[src/rtl/uart_pkg.sv]
// Shared definitions for the UART transmit scheduler: FSM states, byte width
// and a constant-friendly clog2 helper.
package uart_pkg;

  localparam int UART_DATA_W = 8;

  typedef enum logic [2:0] {
    ST_IDLE      = 3'd0,
    ST_LAUNCH    = 3'd1,
    ST_WAIT_BUSY = 3'd2,
    ST_WAIT_DONE = 3'd3,
    ST_GAP       = 3'd4
  } tx_state_e;

  function automatic int clog2(input int value);
    int w;
    w = 0;
    while ((32'sd1 << w) < value) begin
      w = w + 1;
    end
    return w;
  endfunction

endpackage

[src/rtl/rr_arbiter.sv]
// Combinational rotating-priority pick: the first requester at or above the
// pointer wins, wrapping modulo N.
module rr_arbiter
  import uart_pkg::*;
#(
  parameter int N     = 4,
  parameter int IDX_W = clog2(N)
) (
  input  logic [N-1:0]     req,
  input  logic [IDX_W-1:0] ptr,
  output logic [N-1:0]     gnt,
  output logic [IDX_W-1:0] idx,
  output logic             any
);

  localparam logic [N-1:0] ONE_HOT_LSB = {{(N-1){1'b0}}, 1'b1};

  logic [IDX_W-1:0] pos_s;

  // Scan from the farthest offset down so the nearest requester is the last writer.
  always_comb begin
    idx   = '0;
    any   = 1'b0;
    pos_s = '0;
    for (int i = N - 1; i >= 0; i--) begin
      pos_s = IDX_W'((int'(ptr) + i) % N);
      idx   = req[pos_s] ? pos_s : idx;
      any   = req[pos_s] ? 1'b1 : any;
    end
  end

  // Expand the winning index into a one-hot grant.
  always_comb begin
    if (any) begin
      gnt = ONE_HOT_LSB << idx;
    end else begin
      gnt = '0;
    end
  end

endmodule

[src/rtl/uart_tx_arb.sv]
// Round-robin scheduler sharing one UART transmitter among N_REQ byte sources,
// with busy-rise timeout and a programmable post-frame idle gap.
module uart_tx_arb
  import uart_pkg::*;
#(
  parameter int N_REQ      = 4,
  parameter int GAP_CYCLES = 16,
  parameter int BUSY_TMO   = 64,
  localparam int ID_W      = clog2(N_REQ)
) (
  input  logic                         i_clk,
  input  logic                         i_reset,
  input  logic [N_REQ-1:0]             i_req_valid,
  input  logic [UART_DATA_W*N_REQ-1:0] i_req_data,
  output logic [N_REQ-1:0]             o_req_ready,
  output logic                         o_tx_start,
  output logic [UART_DATA_W-1:0]       o_tx_data,
  input  logic                         i_tx_busy,
  output logic [ID_W-1:0]              o_grant_id,
  output logic                         o_busy,
  output logic                         o_timeout
);

  localparam int CNT_MAX = (GAP_CYCLES > BUSY_TMO) ? GAP_CYCLES : BUSY_TMO;
  localparam int CNT_W   = clog2(CNT_MAX + 1);

  tx_state_e              state_r;
  tx_state_e              state_nxt_s;
  logic [ID_W-1:0]        rr_ptr_r;
  logic [ID_W-1:0]        rr_ptr_nxt_s;
  logic [CNT_W-1:0]       cnt_r;
  logic [UART_DATA_W-1:0] tx_data_r;
  logic [ID_W-1:0]        grant_id_r;
  logic                   tx_start_r;
  logic                   busy_r;
  logic [N_REQ-1:0]       gnt_s;
  logic [ID_W-1:0]        idx_s;
  logic                   any_s;
  logic                   xfer_s;
  logic                   tmo_hit_s;
  logic                   gap_hit_s;
  logic                   timeout_s;
  logic [UART_DATA_W-1:0] data_sel_s;

  rr_arbiter #(
    .N     (N_REQ),
    .IDX_W (ID_W)
  ) u_rr_arbiter (
    .req (i_req_valid),
    .ptr (rr_ptr_r),
    .gnt (gnt_s),
    .idx (idx_s),
    .any (any_s)
  );

  // Ready is only offered while idle and out of reset, so ready&valid equals the grant.
  assign o_req_ready  = ((state_r == ST_IDLE) && i_reset) ? gnt_s : '0;
  assign xfer_s       = (state_r == ST_IDLE) && i_reset && any_s;
  assign tmo_hit_s    = (cnt_r == CNT_W'(BUSY_TMO - 1));
  assign gap_hit_s    = (cnt_r == CNT_W'(GAP_CYCLES - 1));
  assign rr_ptr_nxt_s = (idx_s == ID_W'(N_REQ - 1)) ? '0 : idx_s + ID_W'(1);

  // Select the granted source's byte with an AND-OR mux over the one-hot grant.
  always_comb begin
    data_sel_s = '0;
    for (int k = 0; k < N_REQ; k++) begin
      data_sel_s = data_sel_s |
                   ({UART_DATA_W{gnt_s[k]}} & i_req_data[k*UART_DATA_W +: UART_DATA_W]);
    end
  end

  // Next-state logic and the timeout pulse.
  always_comb begin
    state_nxt_s = state_r;
    timeout_s   = 1'b0;
    case (state_r)
      ST_IDLE: begin
        state_nxt_s = xfer_s ? ST_LAUNCH : ST_IDLE;
      end
      ST_LAUNCH: begin
        state_nxt_s = ST_WAIT_BUSY;
      end
      ST_WAIT_BUSY: begin
        if (i_tx_busy) begin
          state_nxt_s = ST_WAIT_DONE;
        end else if (tmo_hit_s) begin
          timeout_s   = 1'b1;
          state_nxt_s = ST_IDLE;
        end else begin
          state_nxt_s = ST_WAIT_BUSY;
        end
      end
      ST_WAIT_DONE: begin
        if (!i_tx_busy) begin
          state_nxt_s = (GAP_CYCLES == 0) ? ST_IDLE : ST_GAP;
        end else begin
          state_nxt_s = ST_WAIT_DONE;
        end
      end
      ST_GAP: begin
        state_nxt_s = gap_hit_s ? ST_IDLE : ST_GAP;
      end
      default: begin
        state_nxt_s = ST_IDLE;
      end
    endcase
  end

  // State register, shared counter, data latch and registered status outputs.
  always_ff @(posedge i_clk) begin
    if (!i_reset) begin
      state_r    <= ST_IDLE;
      rr_ptr_r   <= '0;
      cnt_r      <= '0;
      tx_data_r  <= '0;
      grant_id_r <= '0;
      tx_start_r <= 1'b0;
      busy_r     <= 1'b0;
    end else begin
      state_r    <= state_nxt_s;
      tx_start_r <= (state_nxt_s == ST_LAUNCH);
      busy_r     <= (state_nxt_s != ST_IDLE);
      if (state_nxt_s != state_r) begin
        cnt_r <= '0;
      end else if ((state_r == ST_WAIT_BUSY) || (state_r == ST_GAP)) begin
        cnt_r <= cnt_r + CNT_W'(1);
      end else begin
        cnt_r <= '0;
      end
      if (xfer_s) begin
        tx_data_r  <= data_sel_s;
        grant_id_r <= idx_s;
        rr_ptr_r   <= rr_ptr_nxt_s;
      end else begin
        tx_data_r  <= tx_data_r;
        grant_id_r <= grant_id_r;
        rr_ptr_r   <= rr_ptr_r;
      end
    end
  end

  assign o_tx_start = tx_start_r;
  assign o_tx_data  = tx_data_r;
  assign o_grant_id = grant_id_r;
  assign o_busy     = busy_r;
  assign o_timeout  = timeout_s;

endmodule

[config.mk]
export PLATFORM = sky130hd
export DESIGN_NAME = uart_tx_arb
export DESIGN_NICKNAME = d
export VERILOG_FILES = /design/src/rtl/uart_pkg.sv /design/src/rtl/rr_arbiter.sv /design/src/rtl/uart_tx_arb.sv
export SDC_FILE = /design/constraint.sdc
export NUM_CORES = 1
export LEC_CHECK = 0
export CAP_MARGIN = 30
export CORE_MARGIN = 2
export CORE_UTILIZATION = 44
export CTS_BUF_LIST = sky130_fd_sc_hd__clkbuf_8
export CTS_CLUSTER_SIZE = 16
export DETAILED_ROUTE_END_ITERATION = 8
export PLACE_DENSITY = 0.91
export SYNTH_ARGS = -nofsm -noshare
export SYNTH_HDL_FRONTEND = slang
export SYNTH_HIERARCHICAL = 1
export SYNTH_SLANG_ARGS = --single-unit
[constraint.sdc]
create_clock -name i_clk -period 1.7 [get_ports i_clk]
set_input_delay 0.255 -clock i_clk [delete_from_list [all_inputs] [get_ports i_clk]]
set_output_delay 0.255 -clock i_clk [all_outputs]
set_load 0.01 [all_outputs]
==> metrics.txt, run 1 <==
die outline width=59.3 um; clock tree skew after final layout=5.17 ps; number of warning messages in the yosys log=6; hold path start=o_grant_id[0]; leakage power=1.00 nW; sequential share of the synthesized area=0.358; synthesized area=1340 um2; Core Area=2980 um2; TritonCTS Buffers=3; total inserted antenna cells=0; crit end category=output pin; Startpoint Class=flop; drt first pass iters=4; total number of nets in the final design=282; number of register bits inferred by synthesis=24; first-pass GRT wire length=6180 um; portion of the clock cycle consumed by the worst path in the final layout=0.957; Layout area overhead=65.1%; via count of the first global-routing pass=1,447; Layout Cell Area excl Fill=2220 um2; average wire per standard cell=14.4 um; crit-path max FO=2; HP Class=flop to flop; clock sink count=24; DRT iter0 DRCs=60; clock network latency to the later pin of the worst-skew pair=280 ps; count of standard-cell rows=20; area post-placement=2120 um2; io pins=56; endpoint arrival time on the critical path=1370 ps; start-to-end type of the worst setup path=flop to output pin; initial cell density of the core=0.451; clock root cell=sky130_fd_sc_hd__clkbuf_8; maximum number of buffers from clock root to sink=2; cell depth of the worst flop-to-flop path=7; Die Y=59.3 um; H-tree level count=1; Largest delay share family, worst path=simple AND/OR/NAND/NOR gates; number of setup violations in the final report=0; Tmin final=1630 ps; fraction of final layout cells with drive strength greater than 1=0.254; Cells on Worst Hold Path=2; timing-limited maximum frequency=614 MHz; TritonCTS clock tree=yes; worst slew slack as a fraction of its limit=0.693; highest-count cells in the layout ignoring fill and taps=46 x sky130_fd_sc_hd__clkdlybuf4s50_1, 33 x sky130_fd_sc_hd__buf_4, 20 x sky130_fd_sc_hd__dfxtp_1, 16 x sky130_fd_sc_hd__a22oi_1, 13 x sky130_fd_sc_hd__nor2_1; Cell Chain, Critical Path=ha_2 -> and4b_1 -> nand2_2 -> nor3b_2 -> buf_2; clock input transition at the sequential cells of the worst setup and hold paths=80 ps; Port Buf Inserts=55; synthesized area per cell=8.61 um2; slack of the worst reg-to-reg path=80 ps; worst slack at placement=-442 ps; post-route ant nets=0; total via count after detailed routing=1,506; antenna violations before repair=0; die area=3510 um2; Max-Cap Viols=0; HPWL after detailed placement=3060 um; maximum number of pins on one net before global-route repair=20; reg-to-reg startpoint=rr_ptr_r[0]; data required time of the critical path=1440 ps; commonest non-fill, non-tap cell in the layout=sky130_fd_sc_hd__clkdlybuf4s50_1; final weighted congestion in routability-driven placement=0.887; cell count after synthesis=156; CP bufs+invs=1; GR Overflow Total=0; final wirelength=3940 um; Worst path max stage delay=340 ps; Tightest Pin Transition=458 ps; EDFF count, synth=0; Post-route DRC=0; setup slack after layout=72.3 ps; Vias per Instance=5.52; overall power=1.57 mW; Post-synth top flop=sky130_fd_sc_hd__dfxtp_1; startpoint of the most critical setup path=cnt_r[0]; Critical Path Slowest Stage Cell=sky130_fd_sc_hd__dfxtp_2; Mapped Nets=197; number of max-slew violations in the final report=0; WHS=474 ps; number of library cell types mapped by synthesis=43; outcome=complete, no violations; Post-Route Setup TNS=0 ps; final hold violations=0; Power Dens Cells=708 nW/um2; maximum vdd drop=0.637 mV; critical register-to-register path endpoint=rr_ptr_r[0]; endpoint of the worst hold path=o_grant_id[0]; Post-synth ARST share=0; number of buffers inserted for hold repair after clock tree synthesis=0; global router's overall resource usage=0.230
==> tightest hold or removal path: cells and delay by family (launching register included) <==
kind,cells,cell delay (ps)
flops,1,320
compound gates,1,70
simple gates,1,50
==> synth_stat cells (all sizes together) (2+ instances only) <==
cell type	instances	share of area
dfxtp	24	0.36
a22oi	16	0.089
nor2	13	0.036
nand2	12	0.035
nand3	10	0.037
buf	9	0.040
and2	8	0.037
o211a	8	0.060
a21oi	7	0.026
a21boi	4	0.022
nand2b	4	0.019
nor2b	4	0.019
o21ai	4	0.015
a21o	3	0.017
inv	3	0.0084
and3	2	0.0093
ha	2	0.019
nor3	2	0.0074
o31a	2	0.013
xnor2	2	0.013
xor2	2	0.013
==> per-layer routing <==
layer | GRT usage | up-vias | wire (um)
met4 | 0.101 | 0 | 89
met1 | 0.287 | 722 | 1650
met5 | 0 | - | 0
li1 | - | 738 | -
met2 | 0.389 | 35 | 2090
met3 | 0.0349 | 11 | 122
==> through the flow <==
step           utilization  cells
5_1_grt              0.745    273
3_5_place_dp         0.711    266
2_1_floorplan            -    156
4_1_cts              0.739    272
6_report             0.745    273
3_3_place_gp         0.711    266
==> cell type report <==
cell class              instances  area [um2]
multi-input cells             119         827
fillers                       217         759
clock buffers                   4        55.1
inverters                       3        13.8
repair buffers                 90         791
well taps                      33        41.3
flip-flops and latches         24         490
==> where the power goes <==
part | total (mW) | switching (mW) | internal [mW]
logic | 0.525 | 0.213 | 0.312
registers | 0.640 | 0.0332 | 0.607
clock network | 0.404 | 0.197 | 0.208
==> sequential cells by signal (all words and copies together) (netlist names) <==
register    count
o_tx_data       8
rr_ptr_r        2
o_busy          1
o_grant_id      2
cnt_r           7
state_r         3
o_tx_start      1
==> cell families (layout without fill, tap and decap cells) <==
family / after synthesis / after routing / synth area share
compound gates: 52 / 52 / 0.296
flops: 24 / 24 / 0.358
xor+xnor: 4 / 4 / 0.0261
simple gates: 61 / 61 / 0.250
fa+ha+maj: 2 / 2 / 0.0186
buf+inv: 13 / 97 / 0.0512
==> worst max path at each step <==
stage / to / slack [ps] / depth (start not counted)
6_report: o_timeout / 70 / 5
5_1_grt: rr_ptr_r[0] / -9 / 7
4_1_cts: o_req_ready[1] / -40 / 4
3_5_place_dp: o_req_ready[2] / -440 / 6
3_3_place_gp: o_req_ready[2] / -440 / 6
2_1_floorplan: o_req_ready[2] / 210 / 6
==> repair_timing <==
item | in CTS | in global routing
resized for setup | 35 | 8
buffers inserted | 2 | 1
endpoints found under the hold margin | 0 | 0
pin swaps | 5 | 6
setup endpoints to repair | 7 | 23
(Power assumes the default switching activity.)
==> run 2: changes to the inputs <==
--- a/config.mk
+++ b/config.mk
@@ -9,8 +9,10 @@
 export CORE_MARGIN = 2
 export CORE_UTILIZATION = 44
 export CTS_BUF_LIST = sky130_fd_sc_hd__clkbuf_8
+export CTS_CLUSTER_DIAMETER = 30
 export CTS_CLUSTER_SIZE = 16
 export DETAILED_ROUTE_END_ITERATION = 8
+export GPL_TIMING_DRIVEN = 0
 export PLACE_DENSITY = 0.91
 export SYNTH_ARGS = -nofsm -noshare
 export SYNTH_HDL_FRONTEND = slang
==> run 2 against run 1 <==
Against the previous run:
- total power rose by 4.1%
- register-to-register slack worse by 20 ps
- die area is the same
- critical endpoint is now o_req_ready[0]
- maximum frequency decreased by 5.0%
- first-iteration DRC count increased by 55%
- core utilization shrank 3.5 points
- the run now ends with negative setup slack left
- combinational power fell by 7.8%
- final area shrank 4.7%
- via count decreased by 5.6%
- highest routed layer unchanged
- wire length down 1.8%
- non-clock buffer count is 22 lower
- global-route usage shrank 1.0 points
==> metrics.txt, run 2 (synthesized netlist as in run 1, its figures left out) <==
clock input transition at the sequential cells of the worst setup and hold paths=80 ps (about the same); TritonCTS Buffers=3 (unchanged); GR Overflow Total=0 (unchanged); start-to-end type of the worst setup path=flop to output pin; crit end category=output pin; cell-internal power=1.20 mW (+6.5%); max FFs per register=8 (unchanged); share of total power consumed by net switching=0.266 (-0.0164); worst slack at placement=-879 ps (-437 ps); RSZ-0062 raised after global routing=yes; total inserted antenna cells=0 (unchanged); Max-Cap Viols=0 (unchanged); clock root cell=sky130_fd_sc_hd__clkbuf_8; crit-path max FO=7 (+5); HP Class=input pin to flop; portion of the clock cycle consumed by the worst path in the final layout=1.01 (+0.0503); area post-placement=1910 um2 (-10%); maximum number of buffers from clock root to sink=2 (unchanged); H-tree level count=1 (unchanged); timing-limited maximum frequency=584 MHz (-5.0%); total via count after detailed routing=1,421 (-5.6%); Gate power share=0.296 (-0.038); global router's overall resource usage=0.220 (-0.00997); portion of total power attributed to the clock network=0.306 (+0.048); Vias per Instance=5.66 (+2.6%); Core Area=2980 um2 (unchanged); number of max-slew violations in the final report=0 (unchanged); HPWL after detailed placement=2760 um (-9.6%); fraction of final layout cells with drive strength greater than 1=0.252 (-0.00187); drt first pass iters=4 (unchanged); count of standard-cell rows=20 (unchanged); number of fill cells in the layout=249 (+15%); TritonCTS clock tree=yes; Tightest Pin Transition=399 ps (-58.7 ps); Die Y=59.3 um (unchanged); overall power=1.63 mW (+4.1%); Tmin final=1710 ps (+85.4 ps); maximum number of pins on one net before global-route repair=15 (-25%); Post-Route Setup TNS=-23.9 ps (-23.9 ps); io pins=56 (unchanged); Layout area overhead=57.3%; net switching component of the power=0.434 mW (-2.0%); post-route ant nets=0 (unchanged); endpoint arrival time on the critical path=1460 ps (+90 ps); die area=3510 um2 (unchanged); final cell utilization of the core=0.710 (-0.0353); clock network latency to the later pin of the worst-skew pair=270 ps (about the same); Power Dens Cells=773 nW/um2 (+9.3%); number of setup violations in the final report=2 (+2); maximum vdd drop=0.714 mV (+12%); Startpoint Class=flop; Layout Cell Area excl Fill=2110 um2 (-4.7%); WHS=303 ps (-171 ps); clock sink count=24 (unchanged); Reg power frac=0.398 (-0.010); final weighted congestion in routability-driven placement=0.756 (-15%); commonest non-fill, non-tap cell in the layout=sky130_fd_sc_hd__clkdlybuf4s50_1; clock tree skew after final layout=3.41 ps (-1.76 ps); first-pass GRT wire length=5920 um (-4.1%); final wirelength=3870 um (-1.8%); die outline width=59.3 um (unchanged); Post-route DRC=0 (unchanged); worst slew slack as a fraction of its limit=0.734 (+0.0412); antenna violations before repair=0 (unchanged); data required time of the critical path=1440 ps (about the same); leakage power=0.885 nW (-12%); violated checks=negative setup slack; highest-count cells in the layout ignoring fill and taps=45 x sky130_fd_sc_hd__clkdlybuf4s50_1, 18 x sky130_fd_sc_hd__dfxtp_1, 13 x sky130_fd_sc_hd__buf_4, 12 x sky130_fd_sc_hd__a22oi_1, 12 x sky130_fd_sc_hd__nor2_1; outcome=finished, violations left; setup slack after layout=-13.1 ps (-85.4 ps); number of buffers inserted for hold repair after clock tree synthesis=0 (unchanged); Port Buf Inserts=52 (-5.5%); average wire per standard cell=15.4 um (+6.8%); initial cell density of the core=0.451 (unchanged); final hold violations=0 (unchanged); total number of nets in the final design=260 (-7.8%); placed cells=241 (-9.4%); via count of the first global-routing pass=1,302 (-10%); DRT iter0 DRCs=93 (+55%); Layout Cells excl Fill=251 (-8.1%)
[run 2: path summary, 6_finish.rpt]
kind                                   from        endpoint  slack [ps]  depth (start not counted)
worst max-delay path            rr_ptr_r[0]  o_req_ready[0]         -10                          5
worst min-delay path                i_reset     rr_ptr_r[1]         300                          2
worst max register to register  rr_ptr_r[0]     rr_ptr_r[0]          60                          7
worst min register to register     cnt_r[0]        cnt_r[0]         440                          1
[run 2: area by class of cell]
class	count	area, um2	area share
buffer	6	42.5	0.0201
clock buffer	3	41.3	0.0195
clock inverter	1	30.0	0.0142
inverter	3	13.8	0.00651
multi-input combinational	119	868	0.411
sequential	24	495	0.234
tap	33	41.3	0.0195
timing repair buffer	62	581	0.275
[run 2: layer usage]
metal	GRT usage	routed length [um]	up-vias
met2	0.378	2030	40
met4	0.0682	61	0
met5	0	0	-
li1	-	-	693
met3	0.0415	159	6
met1	0.277	1620	682
[run 2: repair_timing]
| action | CTS | global route |
|---|---|---|
| setup endpoints to repair | 13 | 13 |
| setup buffers | 6 | 4 |
| resized for setup | 35 | 16 |
| pin swaps | 7 | 6 |
[run 2: worst max-delay path, stage by stage, from the launching register on]
cell                              delay [ps]
sky130_fd_sc_hd__dfxtp_4                 380
sky130_fd_sc_hd__nor2b_2                 130
sky130_fd_sc_hd__nor3_1                   50
sky130_fd_sc_hd__o31a_1                  260
sky130_fd_sc_hd__and2_1                  140
sky130_fd_sc_hd__clkdlybuf4s15_2         220
[run 2: power by group through the flow]
stage,Sequential (mW),Clock (mW),Combinational [mW]
floorplan,0.664,0,0.216
global placement,0.653,0,0.431
detailed placement,0.655,0,0.442
CTS,0.648,0.509,0.464
global route,0.656,0.531,0.519
finish,0.650,0.500,0.484
==> run 3: changes to the inputs <==
--- a/config.mk
+++ b/config.mk
@@ -18,3 +18,4 @@
 export SYNTH_HDL_FRONTEND = slang
 export SYNTH_HIERARCHICAL = 1
 export SYNTH_SLANG_ARGS = --single-unit
+export TNS_END_PERCENT = 30
==> run 3 against run 2 <==
Against the previous run:
- the flow still finishes with violations (negative setup slack)
- largest power group unchanged
- worst setup slack worse by 2.3 ps
- die area unchanged
- worst hold slack got worse by 1.7 ps
- sequential power about the same
- clock-buffer cell count did not move
- critical path depth is the same
- first-iteration DRC count is 1.1% higher
- highest routed layer unchanged
- non-clock buffer count is 3 lower
- critical endpoint unchanged
- largest cell class unchanged
- via count fell by 2.0%
- clock power barely moved
==> metrics.txt, run 3 (synthesized netlist as in run 1, its figures left out) <==
outcome=finished, violations left; violated checks=negative setup slack; worst slew slack as a fraction of its limit=0.728 (-0.00636); GR Overflow Total=0 (unchanged); initial cell density of the core=0.451 (unchanged); Startpoint Class=flop; Layout Cells excl Fill=248 (-1.2%); first-pass GRT wire length=5920 um (unchanged); global router's overall resource usage=0.220 (unchanged); clock root cell=sky130_fd_sc_hd__clkbuf_8; TritonCTS clock tree=yes; leakage power=0.865 nW (-2.2%); RSZ-0062 raised after global routing=yes; clock input transition at the sequential cells of the worst setup and hold paths=80 ps (about the same); clock tree skew after final layout=2.17 ps (-1.24 ps); final hold violations=0 (unchanged); worst slack at placement=-879 ps (unchanged); HP Class=input pin to flop; slack of the worst reg-to-reg path=50 ps (about the same); HPWL after detailed placement=2760 um (unchanged); post-route ant nets=0 (unchanged); portion of the clock cycle consumed by the worst path in the final layout=1.01 (+0.00137); reg-to-reg startpoint=rr_ptr_r[0]; TritonCTS Buffers=3 (unchanged); count of standard-cell rows=20 (unchanged); hold path start=i_reset; placed cells=241 (unchanged); total number of nets in the final design=257 (-1.2%); final wirelength=3800 um (-2.0%); average wire per standard cell=15.3 um (-0.80%); setup slack after layout=-15.5 ps (-2.34 ps); critical register-to-register path endpoint=rr_ptr_r[0]; cell-internal power=1.20 mW (-0.20%); via count of the first global-routing pass=1,302 (unchanged); Layout Cell Area excl Fill=2090 um2 (-0.95%); CP bufs+invs=1 (unchanged); crit-path max FO=7 (unchanged); die area=3510 um2 (unchanged); number of setup violations in the final report=2 (unchanged); Post-route DRC=0 (unchanged); cell depth of the worst flop-to-flop path=7 (unchanged); clock sink count=24 (unchanged); Cell Chain, Critical Path=nor2b_2 -> nor3_1 -> o31a_1 -> and2_1 -> clkdlybuf4s15_2; area post-placement=1910 um2 (unchanged); drt first pass iters=4 (unchanged); Power Dens Cells=780 nW/um2 (+0.84%); Vias per Instance=5.62 (-0.78%); DRT iter0 DRCs=94 (+1.1%); total via count after detailed routing=1,393 (-2.0%); Largest delay share family, worst path=flip-flops; number of buffers inserted for hold repair after clock tree synthesis=0 (unchanged); Cells on Worst Hold Path=2 (unchanged); Worst path max stage delay=390 ps (about the same); timing-limited maximum frequency=583 MHz (-0.14%); crit end category=output pin; maximum number of buffers from clock root to sink=2 (unchanged); H-tree level count=1 (unchanged); Die Y=59.3 um (unchanged); number of fill cells in the layout=248 (-0.40%); Reg power frac=0.398 (about the same); data required time of the critical path=1440 ps (about the same); Layout area overhead=55.8%; Gate power share=0.294 (-0.002); io pins=56 (unchanged); number of max-slew violations in the final report=0 (unchanged); highest-count cells in the layout ignoring fill and taps=45 x sky130_fd_sc_hd__clkdlybuf4s50_1, 19 x sky130_fd_sc_hd__dfxtp_1, 12 x sky130_fd_sc_hd__a22oi_1, 12 x sky130_fd_sc_hd__nor2_1, 11 x sky130_fd_sc_hd__nand2_1; net switching component of the power=0.435 mW (+0.13%); max FFs per register=8 (unchanged); Critical Path Slowest Stage Cell=sky130_fd_sc_hd__dfxtp_4; antenna violations before repair=0 (unchanged); fraction of final layout cells with drive strength greater than 1=0.223 (-0.0290); WHS=301 ps (-1.75 ps); Post-Route Setup TNS=-22.0 ps (+1.89 ps); total inserted antenna cells=0 (unchanged); maximum number of pins on one net before global-route repair=15 (unchanged); start-to-end type of the worst setup path=flop to output pin; portion of total power attributed to the clock network=0.307 (about the same); final weighted congestion in routability-driven placement=0.756 (unchanged); Core Area=2980 um2 (unchanged); die outline width=59.3 um (unchanged); maximum vdd drop=0.714 mV (+0.12%); endpoint of the worst hold path=rr_ptr_r[1]; Max-Cap Viols=0 (unchanged); share of total power consumed by net switching=0.266 (+0.000651); endpoint arrival time on the critical path=1460 ps (about the same); Tightest Pin Transition=409 ps (+9.54 ps); Port Buf Inserts=52 (unchanged); Tmin final=1720 ps (+2.34 ps); commonest non-fill, non-tap cell in the layout=sky130_fd_sc_hd__clkdlybuf4s50_1; clock network latency to the later pin of the worst-skew pair=270 ps (about the same)
## run 3: per-stage QoR
stage / utilization / power, mW
final: 0.703 / 1.63
after global routing: 0.703 / 1.70
after CTS: 0.689 / 1.62
after detailed placement: 0.640 / 1.10
after global placement: 0.640 / 1.08
after floorplan: - / 0.880
## run 3: power by group through the flow
stage | registers (mW) | logic [mW] | clock network, mW
finish | 0.650 | 0.480 | 0.502
global route | 0.656 | 0.515 | 0.531
floorplan | 0.664 | 0.216 | 0
CTS | 0.648 | 0.464 | 0.509
detailed placement | 0.655 | 0.442 | 0
global placement | 0.653 | 0.431 | 0
## run 3: area by class of cell
type,count,area (um2),share of cell area
clock inverter,1,30.0,0.0143
clock buffer,3,41.3,0.0197
timing repair buffer,59,571,0.273
sequential,24,492,0.235
inverter,3,13.8,0.00658
buffer,6,42.5,0.0203
multi-input combinational,119,862,0.412
tap,33,41.3,0.0197
## run 3: layer usage
metal | vias to the layer above | GRT usage | wire, um
met1 | 664 | 0.277 | 1600
met5 | - | 0 | 0
li1 | 688 | - | -
met4 | 0 | 0.0682 | 61
met3 | 6 | 0.0415 | 152
met2 | 35 | 0.378 | 1980
## run 3: worst max path at each step
stage                      to           start  slack, ps  depth (start not counted)
3_3_place_gp   o_req_ready[2]  i_req_valid[0]       -880                          7
3_5_place_dp   o_req_ready[2]  i_req_valid[0]       -880                          7
4_1_cts        o_req_ready[0]     rr_ptr_r[0]        0.2                          5
6_report       o_req_ready[0]     rr_ptr_r[0]        -20                          5
5_1_grt             o_timeout        cnt_r[1]        -60                          5
2_1_floorplan  o_req_ready[2]  i_req_valid[3]        210                          6
## run 3: repair_timing
item | 4_1_cts | 5_1_grt
pin swaps | 7 | 1
resized for setup | 35 | 9
setup endpoints to repair | 13 | 13
setup buffers | 6 | 1
